### src/rtl/team_08_uart_tx.sv
// team_08_uart_tx: FIFO-buffered 8N1 UART transmitter for the team_08 debug link.
// Bytes strobed in on wr_en are queued in a FIFO_DEPTH-entry FIFO and sent LSB
// first, with a bit period of div+1 clocks. The divisor is latched at frame start.
// Optional macro UART_PARITY_EN adds a parity bit after the data bits. The parity
// value is ^byte ^ parity_odd, with parity_odd sampled at frame start.
// All outputs come from flops. Each output flop is loaded from the next-state
// values, so output timing lines up with the FSM state.
module team_08_uart_tx #(
  parameter int FIFO_DEPTH = 8,
  parameter int DIV_WIDTH  = 16
) (
  input  logic                          clk,
  input  logic                          nrst,
  input  logic                          en,
  input  logic [DIV_WIDTH-1:0]          div,
  input  logic                          wr_en,
  input  logic [7:0]                    wr_data,
  input  logic                          clr_ovf,
`ifdef UART_PARITY_EN
  input  logic                          parity_odd,
`endif
  output logic                          tx,
  output logic                          tx_oeb,
  output logic                          busy,
  output logic                          fifo_empty,
  output logic                          fifo_full,
  output logic [$clog2(FIFO_DEPTH):0]   fifo_count,
  output logic                          done,
  output logic                          overflow
);

  localparam int AW = $clog2(FIFO_DEPTH);
  localparam int CW = AW + 1;
  localparam logic [CW-1:0]        DEPTH_C  = CW'(FIFO_DEPTH);
  localparam logic [CW-1:0]        CNT_ZERO = {CW{1'b0}};
  localparam logic [CW-1:0]        CNT_ONE  = CW'(1'b1);
  localparam logic [AW-1:0]        PTR_ZERO = {AW{1'b0}};
  localparam logic [AW-1:0]        PTR_ONE  = AW'(1'b1);
  localparam logic [DIV_WIDTH-1:0] TMR_ZERO = {DIV_WIDTH{1'b0}};
  localparam logic [DIV_WIDTH-1:0] TMR_ONE  = DIV_WIDTH'(1'b1);

  typedef enum logic [2:0] {
    ST_IDLE   = 3'd0,
    ST_START  = 3'd1,
    ST_DATA   = 3'd2,
`ifdef UART_PARITY_EN
    ST_PARITY = 3'd4,
`endif
    ST_STOP   = 3'd3
  } state_t;

`ifdef UART_PARITY_EN
  function automatic logic calc_parity(input logic [7:0] data, input logic odd);
    return (^data) ^ odd;
  endfunction
`endif

  // FIFO storage and bookkeeping
  logic [7:0]           mem_r [FIFO_DEPTH];
  logic [AW-1:0]        wr_ptr_r, rd_ptr_r;
  logic [CW-1:0]        count_r, count_nxt_s;
  logic                 push_s, drop_s, pop_s, ovf_r, ovf_nxt_s;
  logic                 empty_r, full_r;

  // Frame engine
  state_t               state_r, state_nxt_s;
  logic [DIV_WIDTH-1:0] timer_r, timer_nxt_s, div_q_r, div_q_nxt_s;
  logic [2:0]           bit_idx_r, bit_idx_nxt_s;
  logic [7:0]           shift_r, shift_nxt_s;
  logic                 load_s, fifo_has_s, timer_zero_s;
  logic                 tx_r, tx_nxt_s, busy_r, busy_nxt_s, done_r, done_nxt_s, oeb_r;
`ifdef UART_PARITY_EN
  logic                 par_bit_r, par_bit_nxt_s;
`endif

  assign fifo_has_s   = (count_r != CNT_ZERO);
  assign timer_zero_s = (timer_r == TMR_ZERO);

  // FIFO accept/drop decision, next count and sticky overflow
  always_comb begin
    push_s      = 1'b0;
    drop_s      = 1'b0;
    count_nxt_s = count_r;
    ovf_nxt_s   = ovf_r;
    if (wr_en) begin
      if ((count_r < DEPTH_C) || pop_s) begin
        push_s = 1'b1;
      end else begin
        drop_s = 1'b1;
      end
    end else begin
      push_s = 1'b0;
    end
    if (push_s && !pop_s) begin
      count_nxt_s = count_r + CNT_ONE;
    end else if (pop_s && !push_s) begin
      count_nxt_s = count_r - CNT_ONE;
    end else begin
      count_nxt_s = count_r;
    end
    // A dropped write wins over a clear in the same cycle.
    if (drop_s) begin
      ovf_nxt_s = 1'b1;
    end else if (clr_ovf) begin
      ovf_nxt_s = 1'b0;
    end else begin
      ovf_nxt_s = ovf_r;
    end
  end

  // FIFO memory, pointers, count and flags
  always_ff @(posedge clk or negedge nrst) begin
    if (!nrst) begin
      for (int i = 0; i < FIFO_DEPTH; i++) begin
        mem_r[i] <= 8'h00;
      end
      wr_ptr_r <= PTR_ZERO;
      rd_ptr_r <= PTR_ZERO;
      count_r  <= CNT_ZERO;
      ovf_r    <= 1'b0;
      empty_r  <= 1'b1;
      full_r   <= 1'b0;
    end else begin
      if (push_s) begin
        mem_r[wr_ptr_r] <= wr_data;
        wr_ptr_r        <= wr_ptr_r + PTR_ONE;
      end
      if (pop_s) begin
        rd_ptr_r <= rd_ptr_r + PTR_ONE;
      end
      count_r <= count_nxt_s;
      ovf_r   <= ovf_nxt_s;
      empty_r <= (count_nxt_s == CNT_ZERO);
      full_r  <= (count_nxt_s == DEPTH_C);
    end
  end

  // Frame sequencer: next state, bit timer, shifter and derived output values
  always_comb begin
    state_nxt_s   = state_r;
    timer_nxt_s   = timer_r;
    div_q_nxt_s   = div_q_r;
    bit_idx_nxt_s = bit_idx_r;
    shift_nxt_s   = shift_r;
    load_s        = 1'b0;
    pop_s         = 1'b0;
`ifdef UART_PARITY_EN
    par_bit_nxt_s = par_bit_r;
`endif
    case (state_r)
      ST_IDLE: begin
        if (en && fifo_has_s) begin
          load_s = 1'b1;
        end else begin
          state_nxt_s = ST_IDLE;
        end
      end
      ST_START: begin
        if (timer_zero_s) begin
          state_nxt_s   = ST_DATA;
          timer_nxt_s   = div_q_r;
          bit_idx_nxt_s = 3'd0;
        end else begin
          timer_nxt_s = timer_r - TMR_ONE;
        end
      end
      ST_DATA: begin
        if (timer_zero_s) begin
          timer_nxt_s = div_q_r;
          if (bit_idx_r == 3'd7) begin
`ifdef UART_PARITY_EN
            state_nxt_s = ST_PARITY;
`else
            state_nxt_s = ST_STOP;
`endif
          end else begin
            bit_idx_nxt_s = bit_idx_r + 3'd1;
            shift_nxt_s   = {1'b0, shift_r[7:1]};
          end
        end else begin
          timer_nxt_s = timer_r - TMR_ONE;
        end
      end
`ifdef UART_PARITY_EN
      ST_PARITY: begin
        if (timer_zero_s) begin
          state_nxt_s = ST_STOP;
          timer_nxt_s = div_q_r;
        end else begin
          timer_nxt_s = timer_r - TMR_ONE;
        end
      end
`endif
      ST_STOP: begin
        if (timer_zero_s) begin
          if (en && fifo_has_s) begin
            load_s = 1'b1;
          end else begin
            state_nxt_s = ST_IDLE;
          end
        end else begin
          timer_nxt_s = timer_r - TMR_ONE;
        end
      end
      default: begin
        state_nxt_s = ST_IDLE;
      end
    endcase
    // Starting a frame pops the head and latches the divisor, from IDLE or
    // straight out of STOP.
    if (load_s) begin
      pop_s       = 1'b1;
      shift_nxt_s = mem_r[rd_ptr_r];
      div_q_nxt_s = div;
      timer_nxt_s = div;
      state_nxt_s = ST_START;
`ifdef UART_PARITY_EN
      par_bit_nxt_s = calc_parity(mem_r[rd_ptr_r], parity_odd);
`endif
    end else begin
      pop_s = 1'b0;
    end
    case (state_nxt_s)
      ST_IDLE:   tx_nxt_s = 1'b1;
      ST_START:  tx_nxt_s = 1'b0;
      ST_DATA:   tx_nxt_s = shift_nxt_s[0];
`ifdef UART_PARITY_EN
      ST_PARITY: tx_nxt_s = par_bit_nxt_s;
`endif
      ST_STOP:   tx_nxt_s = 1'b1;
      default:   tx_nxt_s = 1'b1;
    endcase
    busy_nxt_s = (state_nxt_s != ST_IDLE);
    done_nxt_s = (state_nxt_s == ST_STOP) && (timer_nxt_s == TMR_ZERO);
  end

  // Frame sequencer state and registered line/status outputs
  always_ff @(posedge clk or negedge nrst) begin
    if (!nrst) begin
      state_r   <= ST_IDLE;
      timer_r   <= TMR_ZERO;
      div_q_r   <= TMR_ZERO;
      bit_idx_r <= 3'd0;
      shift_r   <= 8'h00;
      tx_r      <= 1'b1;
      busy_r    <= 1'b0;
      done_r    <= 1'b0;
      oeb_r     <= 1'b1;
`ifdef UART_PARITY_EN
      par_bit_r <= 1'b0;
`endif
    end else begin
      state_r   <= state_nxt_s;
      timer_r   <= timer_nxt_s;
      div_q_r   <= div_q_nxt_s;
      bit_idx_r <= bit_idx_nxt_s;
      shift_r   <= shift_nxt_s;
      tx_r      <= tx_nxt_s;
      busy_r    <= busy_nxt_s;
      done_r    <= done_nxt_s;
      oeb_r     <= ~en;
`ifdef UART_PARITY_EN
      par_bit_r <= par_bit_nxt_s;
`endif
    end
  end

  assign tx         = tx_r;
  assign tx_oeb     = oeb_r;
  assign busy       = busy_r;
  assign done       = done_r;
  assign fifo_empty = empty_r;
  assign fifo_full  = full_r;
  assign fifo_count = count_r;
  assign overflow   = ovf_r;

endmodule

### config.mk
export PLATFORM = sky130hd
export DESIGN_NAME = team_08_uart_tx
export DESIGN_NICKNAME = d
export VERILOG_FILES = /design/src/rtl/team_08_uart_tx.sv
export SDC_FILE = /design/constraint.sdc
export NUM_CORES = 1
export LEC_CHECK = 0
export ABC_AREA = 1
export CAP_MARGIN = 0
export CORE_UTILIZATION = 40
export DETAILED_ROUTE_END_ITERATION = 10
export DONT_BUFFER_PORTS = 1
export PLACE_DENSITY = 0.6
export RECOVER_POWER = 25
export SYNTH_ARGS = -nofsm -noshare
export SYNTH_HDL_FRONTEND = slang
export SYNTH_SLANG_ARGS = --single-unit
### constraint.sdc
create_clock -name clk -period 5.4 [get_ports clk]
set_input_delay 0.54 -clock clk [delete_from_list [all_inputs] [get_ports clk]]
set_output_delay 0.54 -clock clk [all_outputs]
set_load 0.01 [all_outputs]
==> impl_metrics.json <==
{
  "status": "finished, violations left",
  "violations": "capacitance limit, slew limit",
  "clk-insertion-delay-late_ps": 420,
  "drv_cap": 1,
  "yosysWarningCount": 0,
  "clock_power_share_pct": 24.1,
  "p_int_mw": 2.48,
  "cts_root_buffer": "clkbuf_16",
  "relSlewSlack_pct": -112,
  "cts_sinks": 127,
  "ant_nets": 0,
  "power.leakage_nw": 3.63,
  "netlist_area_mm2": 0.00667,
  "start_kind": "input pin",
  "r2r_setup_slack_ps": 2500,
  "wirelength_mm": 16.0,
  "worstSetupPathType": "input pin to async pin",
  "r2r_start": "timer_r[0]$_DFF_PN0_",
  "pin_count": 40,
  "placementRows": 46,
  "p_sw_share_pct": 40.8,
  "slew_viol_final": 128,
  "cp_top_family": "buffers and inverters",
  "worst-path-buf-inv": 1,
  "max-vdd-ir-drop_mv": 0.286,
  "whs_endpoint": "tx_oeb$_DFF_PN1_",
  "place.gp.congestion": 0.855,
  "postSynth.asyncResetShare_pct": 100,
  "antennaDiodeCount": 0,
  "cp_cell_sequence": "clkbuf_2",
  "grt_max_degree": 128,
  "powerDensity_mw_per_mm2": 574,
  "vias_per_cell": 5.11,
  "ys_seq_elements": 127,
  "crit_path_max_fanout": 127,
  "tns_ps": 0,
  "period_share_pct": 56.3,
  "reg2reg_depth": 14,
  "worstSetupEndpointType": "async pin",
  "min-delay-start": "en",
  "tightestPinTransition_ps": 3180,
  "rsz0062_at_grt": "no",
  "synth-main-ff-cell": "dfrtp_1",
  "cts_buffers": 17,
  "grt_overflow": 0,
  "clock-skew-final_ps": 10.6,
  "tritoncts": "built",
  "syn_avg_cell_area_um2": 7.90,
  "initial_core_util_pct": 41.5,
  "arrival_ps": 2850,
  "groute.usage.overall_pct": 20.0,
  "htreeDepth": 4,
  "hold_viol": 0,
  "r2r-end": "mem_r[14]$_DFFE_PN0P_",
  "syn-num-nets": 881,
  "p_sw_mw": 1.71,
  "layout-drive-gt1-share_pct": 8.36,
  "cts_hold_buf": 1,
  "combPwrFrac_pct": 35.9,
  "path_clk_slew_ps": 50,
  "whs_path_depth": 1,
  "ys_seq_area_share_pct": 47.7,
  "wl_per_cell_um": 15.1,
  "antenna_found_initial": 0,
  "vias": 5443,
  "slowest_stage": "clkbuf_2",
  "min_period_ps": 3040,
  "hold_path_class": "input pin to flop",
  "grt_pass1_vias": 5326,
  "first_pass_iters": 5,
  "drcViolationCount": 0,
  "port_buffers": 0,
  "dieWidth_um": 131,
  "power_mw": 4.19,
  "synth_edf_count": 0,
  "worstPathRequired_ps": 5210,
  "grt_pass1_wl_mm": 27.3,
  "fp.coreArea_mm2": 0.0161,
  "synth.distinct_cells": 39,
  "drt_iter0_markers": 441,
  "dieArea_mm2": 0.0172,
  "pwr-share-seq_pct": 40.1,
  "die_h_um": 131,
  "netlist_instances": 844,
  "report.final.setup_viol": 0,
  "critPathMaxStageDelay_ps": 2130,
  "cts_resized": 0,
  "dpl.hpwl_mm": 10.4,
  "clk_path_buf_depth": 2,
  "maxClockFrequency_mhz": 329,
  "area_growth_pct": 9.53,
  "nets": 875,
  "postCtsSetupRepairBufs": 0
}
layout by cell type, fill, tap and decap left out, types with 5 or more instances in the layout:
cell type	netlist	final
ha_1	8	8
nand4_1	11	11
o22ai_1	15	15
dfrtp_1	124	124
buf_4	1	5
nand2_1	242	242
xor2_1	8	8
o21bai_1	8	8
o21ai_0	62	62
o221ai_1	6	6
a21oi_1	16	16
nand2_2	6	6
nand4_4	6	6
inv_1	87	87
clkinv_2	1	5
clkbuf_16	0	17
nor2_1	73	73
nor2_2	7	7
nand3_1	51	51
o21ai_1	48	48
stage by stage:
step / area, um^2 / std cells / worst slack (ps) / util (%) / hold WS (ps)
after floorplan: 6670 / 844 / 3280 / - / 244
after global placement: 6790 / 1034 / 2570 / 42.3 / 253
after detailed placement: 6790 / 1034 / 2510 / 42.3 / 253
after CTS: 7330 / 1065 / 2490 / 45.6 / 122
after global routing: 7300 / 1065 / 1700 / 45.5 / 163
final: 7300 / 1065 / 2360 / 45.5 / 168
cells in the mapped netlist (2+ instances only):
cell	number	area (um^2)
clkbuf_1	15	56.3
a32o_1	2	20.0
o21ai_2	3	26.3
o21bai_1	8	60.1
dfrtp_1	124	3100
nor2_2	7	43.8
nor3_1	3	15.0
o221ai_1	6	52.6
o211ai_1	2	15.0
o21ai_1	48	240
o22ai_1	15	93.8
nand2_1	242	908
nor2_1	73	274
xnor2_1	2	17.5
o21ai_0	62	310
xor2_1	8	70.1
buf_2	8	40.0
nand3_1	51	255
buf_6	6	67.6
nor2_4	4	45.0
dfstp_2	3	78.8
nand3b_1	3	22.5
inv_1	87	327
a21oi_1	16	80.1
nand4_2	2	25.0
nand4_4	6	128
nand4_1	11	68.8
nand2_2	6	37.5
ha_1	8	100
inv_2	4	15.0
power groups by stage:
stage / Clock [mW] / Combinational (mW) / Sequential [mW]
final: 1.01 / 1.50 / 1.68
after global routing: 1.07 / 1.75 / 1.73
after CTS: 1.03 / 1.52 / 1.68
after detailed placement: 0 / 1.49 / 1.69
after global placement: 0 / 1.48 / 1.69
after floorplan: 0 / 1.22 / 1.59
sequential cells by signal (all words and copies together), names as in the netlist:
signal,cells
done,1
tx_oeb,1
fifo_count,4
rd_ptr_r,3
fifo_full,1
overflow,1
mem_r,64
timer_r,16
div_q_r,16
tx,1
shift_r,8
state_r,3
busy,1
wr_ptr_r,3
fifo_empty,1
bit_idx_r,3
kinds of logic after synthesis:
kind of cell	synth area share, %
fa+ha+maj	1.50
buf+inv	8.12
compound gates	13.7
flops	47.7
simple gates	27.6
other cells	0.0562
xor+xnor	1.31
final cells by class:
type | instances | area (um^2)
Fill cell | 1637 | 8750
Sequential cell | 127 | 3180
Multi-Input combinational cell | 593 | 2950
Clock buffer | 20 | 447
Inverter | 93 | 350
Tap cell | 216 | 270
Clock inverter | 10 | 67.6
Timing Repair Buffer | 6 | 42.5
metal layers:
metal,vias to the layer above,global-route usage (%),part of all wire [%]
li1,2747,-,-
met1,2567,26.1,47
met2,101,32.4,47
met3,28,4.44,3.7
met4,0,7.39,2.4
met5,-,0,0
worst max path at each step:
stage | cells past startpoint | slack, ps | end | start
after floorplan | 17 | 3280 | mem_r[21]$_DFFE_PN0P_ | timer_r[0]$_DFF_PN0_
after global placement | 12 | 2570 | fifo_full$_DFF_PN0_ | fifo_count[0]$_DFF_PN0_
after detailed placement | 15 | 2510 | mem_r[12]$_DFFE_PN0P_ | timer_r[0]$_DFF_PN0_
after CTS | 14 | 2490 | mem_r[14]$_DFFE_PN0P_ | timer_r[0]$_DFF_PN0_
after global routing | 1 | 1700 | rd_ptr_r[1]$_DFFE_PN0P_ | nrst
final | 1 | 2360 | div_q_r[12]$_DFFE_PN0P_ | nrst
Note: power is estimated with default switching activity, not from simulation.
==> RTL change 1 (same settings) <==
Take the reset off `shift_r` and load it in a clocked block of its own.
--- a/src/rtl/team_08_uart_tx.sv
+++ b/src/rtl/team_08_uart_tx.sv
@@ -243,3 +243,2 @@
       bit_idx_r <= 3'd0;
-      shift_r   <= 8'h00;
       tx_r      <= 1'b1;
@@ -256,3 +255,2 @@
       bit_idx_r <= bit_idx_nxt_s;
-      shift_r   <= shift_nxt_s;
       tx_r      <= tx_nxt_s;
@@ -265,2 +263,6 @@
     end
+  end
+
+  always_ff @(posedge clk) begin
+    shift_r <= shift_nxt_s;
   end
Function: no difference found for any inputs over 10 cycles, from zero or initial values and one cycle with nrst low; that may be too few to reach the edited logic, so the function may still have changed.
==> RTL change 1 against the unedited design <==
- the run still ends with capacitance limit, slew limit left
- worst setup slack got worse by 0.21 ns
- largest power group unchanged
- power rose by 1.8%
- sequential cell count did not move
- area after synthesis fell by 0.45%
- count of clock-buffer cells in the layout fell by 1
- non-clock buffer count fell by 1
- via count fell by 1.1%
- highest routed layer unchanged
- routed wire length fell by 1.4%
- cell area rose by 1.4%
==> RTL change 1: results (changes against the unedited design) <==
largest net degree at the start of global routing: 120 (was 128)
Placer Congestion: 0.801 (was 0.855)
Layout Skew: 0.0107 ns (was 0.0106 ns)
Post-Syn Instances: 837 (was 844)
htree depth: 4 (unchanged)
RR Startpoint: fifo_count[0]$_DFF_PN0_ (was timer_r[0]$_DFF_PN0_)
vias per inst: 5.09 (was 5.11)
startpoint types: flip-flop (was primary input)
post-route insts no fill: 1057 (was 1065)
RR Endpoint: fifo_full$_DFF_PN0_ (was mem_r[14]$_DFFE_PN0P_)
vias in the first global route: 5294 (was 5326)
clk buf depth: 2 (unchanged)
Largest regs: mem_r x64, div_q_r x16, timer_r x16 (unchanged)
Clock transition at path regs: 0.06 ns
GRT Overall Usage: 20.3% (was 20.0%)
leakage power: 3.62 nW (was 3.63 nW)
worst-skew pair later-pin latency: 0.42 ns (about the same)
Post-synth top cells: nand2_1 (234), dfrtp_1 (116), nor2_1 (88) (was nand2_1 (242), dfrtp_1 (124), inv_1 (87))
part of the Yosys area used for sequential elements: 48.4% (was 47.7%)
first-pass GRT wire length: 26400 µm (was 27300 µm)
total CTS buffers: 17 (unchanged)
R2R cell count: 11 (was 14)
layout cells sized above 1: 8.09% (was 8.36%)
IO buf count: 0 (unchanged)
DR pass1 iterations: 5 (unchanged)
HPWL Detailed: 10100 µm (was 10400 µm)
status: finished, violations left (unchanged)
Slew Viols, Final: 120 (was 128)
Antenna Cells: 0 (unchanged)
EDFF count, synth: 7 (was 0)
DR WL/cell: 15.0 µm (was 15.1 µm)
Endpoint, Worst Hold: tx_oeb$_DFF_PN1_ (unchanged)
CP max FO: 51 (was 127)
hold path depth: 1 (unchanged)
setup bufs post-CTS: 0 (unchanged)
synth top area cells: dfrtp_1 (44%), nand2_1 (13%), nor2_1 (5.0%) (was dfrtp_1 (47%), nand2_1 (14%), inv_1 (4.9%))
Final nets: 865 (was 875)
post-synth cell types: 45 (was 39)
DR iter-0 viols: 313 (was 441)
Least-Margin Pin Slew: 3.04 ns (was 3.18 ns)
hold_sp: en (unchanged)
root buf cell: clkbuf_16 (unchanged)
relative slew slack: -103% (was -112%)
Worst Hold Class: primary input to flip-flop (unchanged)
Placed Cells: 1024 (was 1034)
initial antenna violation count: 0 (unchanged)
worst reg2reg setup slack: 2.15 ns (was 2.50 ns)
VDD IR max: 0.331 mV (was 0.286 mV)
MaxCap Viol Count: 1 (unchanged)
CTS resizes: 0 (unchanged)
Synth warnings: 0 (unchanged)
Top FF cell, synth: dfrtp_1 (unchanged)
failing checks: capacitance limit, slew limit (unchanged)
fillers: 1581 (was 1637)
Async SR Flop Fraction: 93.7% (was 100%)
==> RTL change 1: worst max-delay path by stage <==
stage / to / slack, ns / cells after the start
floorplan: shift_r[1]$_DFFE_PP_ / 3.10 / 11
finish: fifo_full$_DFF_PN0_ / 2.15 / 11
global placement: fifo_empty$_DFF_PN1_ / 2.16 / 11
global route: fifo_full$_DFF_PN0_ / 1.71 / 11
detailed placement: fifo_full$_DFF_PN0_ / 2.12 / 11
CTS: fifo_full$_DFF_PN0_ / 2.10 / 11
==> RTL change 1: per-stage QoR <==
step	setup slack [ns]	hold slack, ns	utilization (%)	total power, W	cell area [µm²]
4_1_cts	2.10	0.107	46.3	0.00430	7430
3_3_place_gp	2.16	0.250	42.2	0.00303	6780
5_1_grt	1.71	0.145	46.1	0.00462	7400
3_5_place_dp	2.12	0.250	42.2	0.00305	6780
2_1_floorplan	3.10	0.244	-	0.00273	6640
6_report	2.15	0.168	46.1	0.00427	7400
==> RTL change 1: what timing repair did <==
item / 4_1_cts / 5_1_grt
setup endpoints to repair: 0 / 0
hold buffers: 1 / 0
endpoints found under the hold margin: 119 / 0
==> RTL change 1: cell families (layout without fill, tap and decap cells) <==
logic type | count (synthesis) | count (layout) | share of synthesized area (%)
AO/OA/AOI/OAI | 159 | 159 | 13.5
XOR/XNOR | 8 | 8 | 1.06
adder cells (fa/ha/maj) | 8 | 8 | 1.51
buffers and inverters | 118 | 122 | 7.22
flip-flops | 127 | 127 | 48.4
other | 1 | 1 | 0.0565
AND/OR/NAND/NOR | 416 | 416 | 28.3
==> RTL change 1: metal layers <==
metal	vias to the layer above	track usage [%]	routed length, µm
met4	0	6.83	200
met1	2552	25.7	7320
li1	2726	-	-
met3	17	4.76	635
met2	88	34.2	7660
met5	-	0	0
==> RTL change 1: final cells by class <==
type | count | area [µm²] | area share (%)
Inverter | 85 | 320 | 4.33
Sequential cell | 127 | 3210 | 43.4
Clock inverter | 13 | 174 | 2.35
Clock buffer | 19 | 443 | 5.98
Multi-Input combinational cell | 592 | 2950 | 39.8
Timing Repair Buffer | 5 | 35.0 | 0.473
Tap cell | 216 | 270 | 3.65
==> RTL change 1: report_power, final <==
group / internal, W / leakage (nW) / switching [W]
registers: 0.00134 / 1.55 / 0.000282
clock network: 0.000749 / 0.300 / 0.000455
logic: 0.000507 / 1.77 / 0.000939
total: 0.00259 / 3.62 / 0.00168
==> RTL change 1: worst max-delay path, stage by stage (launching register included) <==
cell and delay, ns:
dfrtp_1 0.45, inv_1 0.11, ha_1 0.24, a21oi_1 0.43, nand4_1 0.17, nand2_2 0.75, nand2_1 0.36, nand2_1 0.13
o21ai_1 0.06, o21ai_0 0.27, nand2_1 0.09, nor2_1 0.10
==> RTL change 2 (config.mk and constraints unchanged) <==
Made on the original files. The parameter `FIFO_DEPTH` goes from 8 to 16.
--- a/src/rtl/team_08_uart_tx.sv
+++ b/src/rtl/team_08_uart_tx.sv
@@ -8,3 +8,3 @@
 module team_08_uart_tx #(
-  parameter int FIFO_DEPTH = 8,
+  parameter int FIFO_DEPTH = 16,
   parameter int DIV_WIDTH  = 16
Ports: changed (resized fifo_count); port bits go from 40 to 41. No check against the original RTL was run, so the function may have changed too.
==> RTL change 2 against the unedited design <==
- power increased by 42%
- cell area increased by 43%
- routed wire length increased by 51%
- highest routed layer unchanged
- worst setup slack improved by 0.20 ns
- sequential cell count increased by 67
- first-iteration DRC count increased by 26%
- via count increased by 42%
- area after synthesis increased by 45%
==> RTL change 2: results (changes against the unedited design) <==
Final nets: 1189 (was 875)
Async SR Flop Fraction: 100% (unchanged)
sequential power share: 40.9% (was 40.1%)
Antenna Cells: 0 (unchanged)
worst-skew pair later-pin latency: 0.45 ns (was 0.42 ns)
met2 global-route usage: 33.4% (was 32.4%)
CP top delay family: simple AND/OR/NAND/NOR gates (was buffers and inverters)
first-pass GRT wire length: 39300 µm (was 27300 µm)
setup bufs post-CTS: 0 (unchanged)
GRT Overall Usage: 20.5% (was 20.0%)
via count: 7755 (was 5443)
VDD IR max: 0.241 mV (was 0.286 mV)
Slowest Stage Delay on Critical Path: 0.49 ns (was 2.13 ns)
htree depth: 4 (unchanged)
vias per inst: 5.24 (was 5.11)
initial antenna violation count: 0 (unchanged)
sw power: 0.00251 W (was 0.00171 W)
Clock transition at path regs: 0.08 ns (was 0.05 ns)
Worst Hold Class: primary input to asynchronous set/reset pin (was primary input to flip-flop)
wl on met1: 11500 µm (was 7540 µm)
dpl ws: 2.54 ns (was 2.51 ns)
DR iter-0 viols: 556 (was 441)
total CTS buffers: 17 (unchanged)
leakage power: 4.96 nW (was 3.63 nW)
Post-synth top cells: nand2_1 (310), dfrtp_1 (191), o21ai_1 (132) (was nand2_1 (242), dfrtp_1 (124), inv_1 (87))
Layout Skew: 0.0151 ns (was 0.0106 ns)
status: completed (was finished, violations left)
combinational logic power: 0.00222 W (was 0.00150 W)
layout cells sized above 1: 6.55% (was 8.36%)
post-synth cell types: 48 (was 39)
Post-Route WL: 24300 µm (was 16000 µm)
metal2 WL: 11200 µm (was 7530 µm)
Placed Cells: 1447 (was 1034)
Least-Margin Pin Slew: 1.14 ns (was 3.18 ns)
Synth Area per Inst: 8.18 µm² (was 7.90 µm²)
dpl cell area: 9810 µm² (was 6790 µm²)
HPWL Detailed: 14900 µm (was 10400 µm)
met3 GRT Util: 3.34% (was 4.44%)
Largest regs: mem_r x128, div_q_r x16, timer_r x16 (was mem_r x64, div_q_r x16, timer_r x16)
Arr. time, crit path: 3.14 ns (was 2.85 ns)
synth top area cells: dfrtp_1 (49%), nand2_1 (12%), o21ai_1 (6.8%) (was dfrtp_1 (47%), nand2_1 (14%), inv_1 (4.9%))
pwr dens: 569 nW/µm² (was 574 nW/µm²)
CP max FO: 49 (was 127)
largest net degree at the start of global routing: 195 (was 128)
root buf cell: clkbuf_16 (unchanged)
vias in the first global route: 7226 (was 5326)
WL met3: 1130 µm (was 592 µm)
Placer Congestion: 0.878 (was 0.855)
slowest CP cell: dfrtp_1 (was clkbuf_2)
part of the Yosys area used for sequential elements: 50.1% (was 47.7%)
CTS resizes: 0 (unchanged)
GRT met1 Usage: 27.9% (was 26.1%)
[RTL change 2: cell types whose count changed after synthesis, sizes merged, moves of 9 or more]
| cell | change |
|---|---|
| buf | +12 |
| o221ai | +15 |
| dfrtp | +67 |
| nand4 | -9 |
| inv | -10 |
| clkbuf | +21 |
| o21ai | +99 |
| nand3 | +32 |
| nand2 | +68 |
| nor2 | +40 |
[RTL change 2: cells by family (layout without fill, tap and decap cells)]
kind of cell | Yosys count | after routing | share of synthesized area, %
simple gates | 541 | 541 | 24.5
compound gates | 280 | 280 | 16.0
other cells | 1 | 1 | 0.0386
fa+ha+maj | 12 | 12 | 1.55
mux | 1 | 1 | 0.103
flops | 194 | 194 | 50.1
xor+xnor | 11 | 11 | 0.993
buf+inv | 146 | 121 | 6.76
[RTL change 2: cell type report]
| type | instances | area [µm²] |
|---|---|---|
| repair buffers | 7 | 72.6 |
| inverters | 82 | 313 |
| fillers | 2411 | 13200 |
| well taps | 319 | 399 |
| clock buffers | 17 | 425 |
| multi-input cells | 846 | 4190 |
| clock inverters | 15 | 190 |
| flip-flops and latches | 194 | 4860 |
[RTL change 2: path summary, 6_finish.rpt]
check,cells past startpoint,slack (ns),endpoint,startpoint
max,14,2.57,mem_r[20]$_DFFE_PN0P_,fifo_count[0]$_DFF_PN0_
min,1,0.05,timer_r[11]$_DFF_PN0_,nrst
max reg2reg,14,2.57,mem_r[20]$_DFFE_PN0P_,fifo_count[0]$_DFF_PN0_
min reg2reg,2,0.48,mem_r[106]$_DFFE_PN0P_,mem_r[106]$_DFFE_PN0P_
max in group asynchronous,1,4.39,mem_r[1]$_DFFE_PN0P_,nrst
min in group clk,1,0.12,tx_oeb$_DFF_PN1_,en
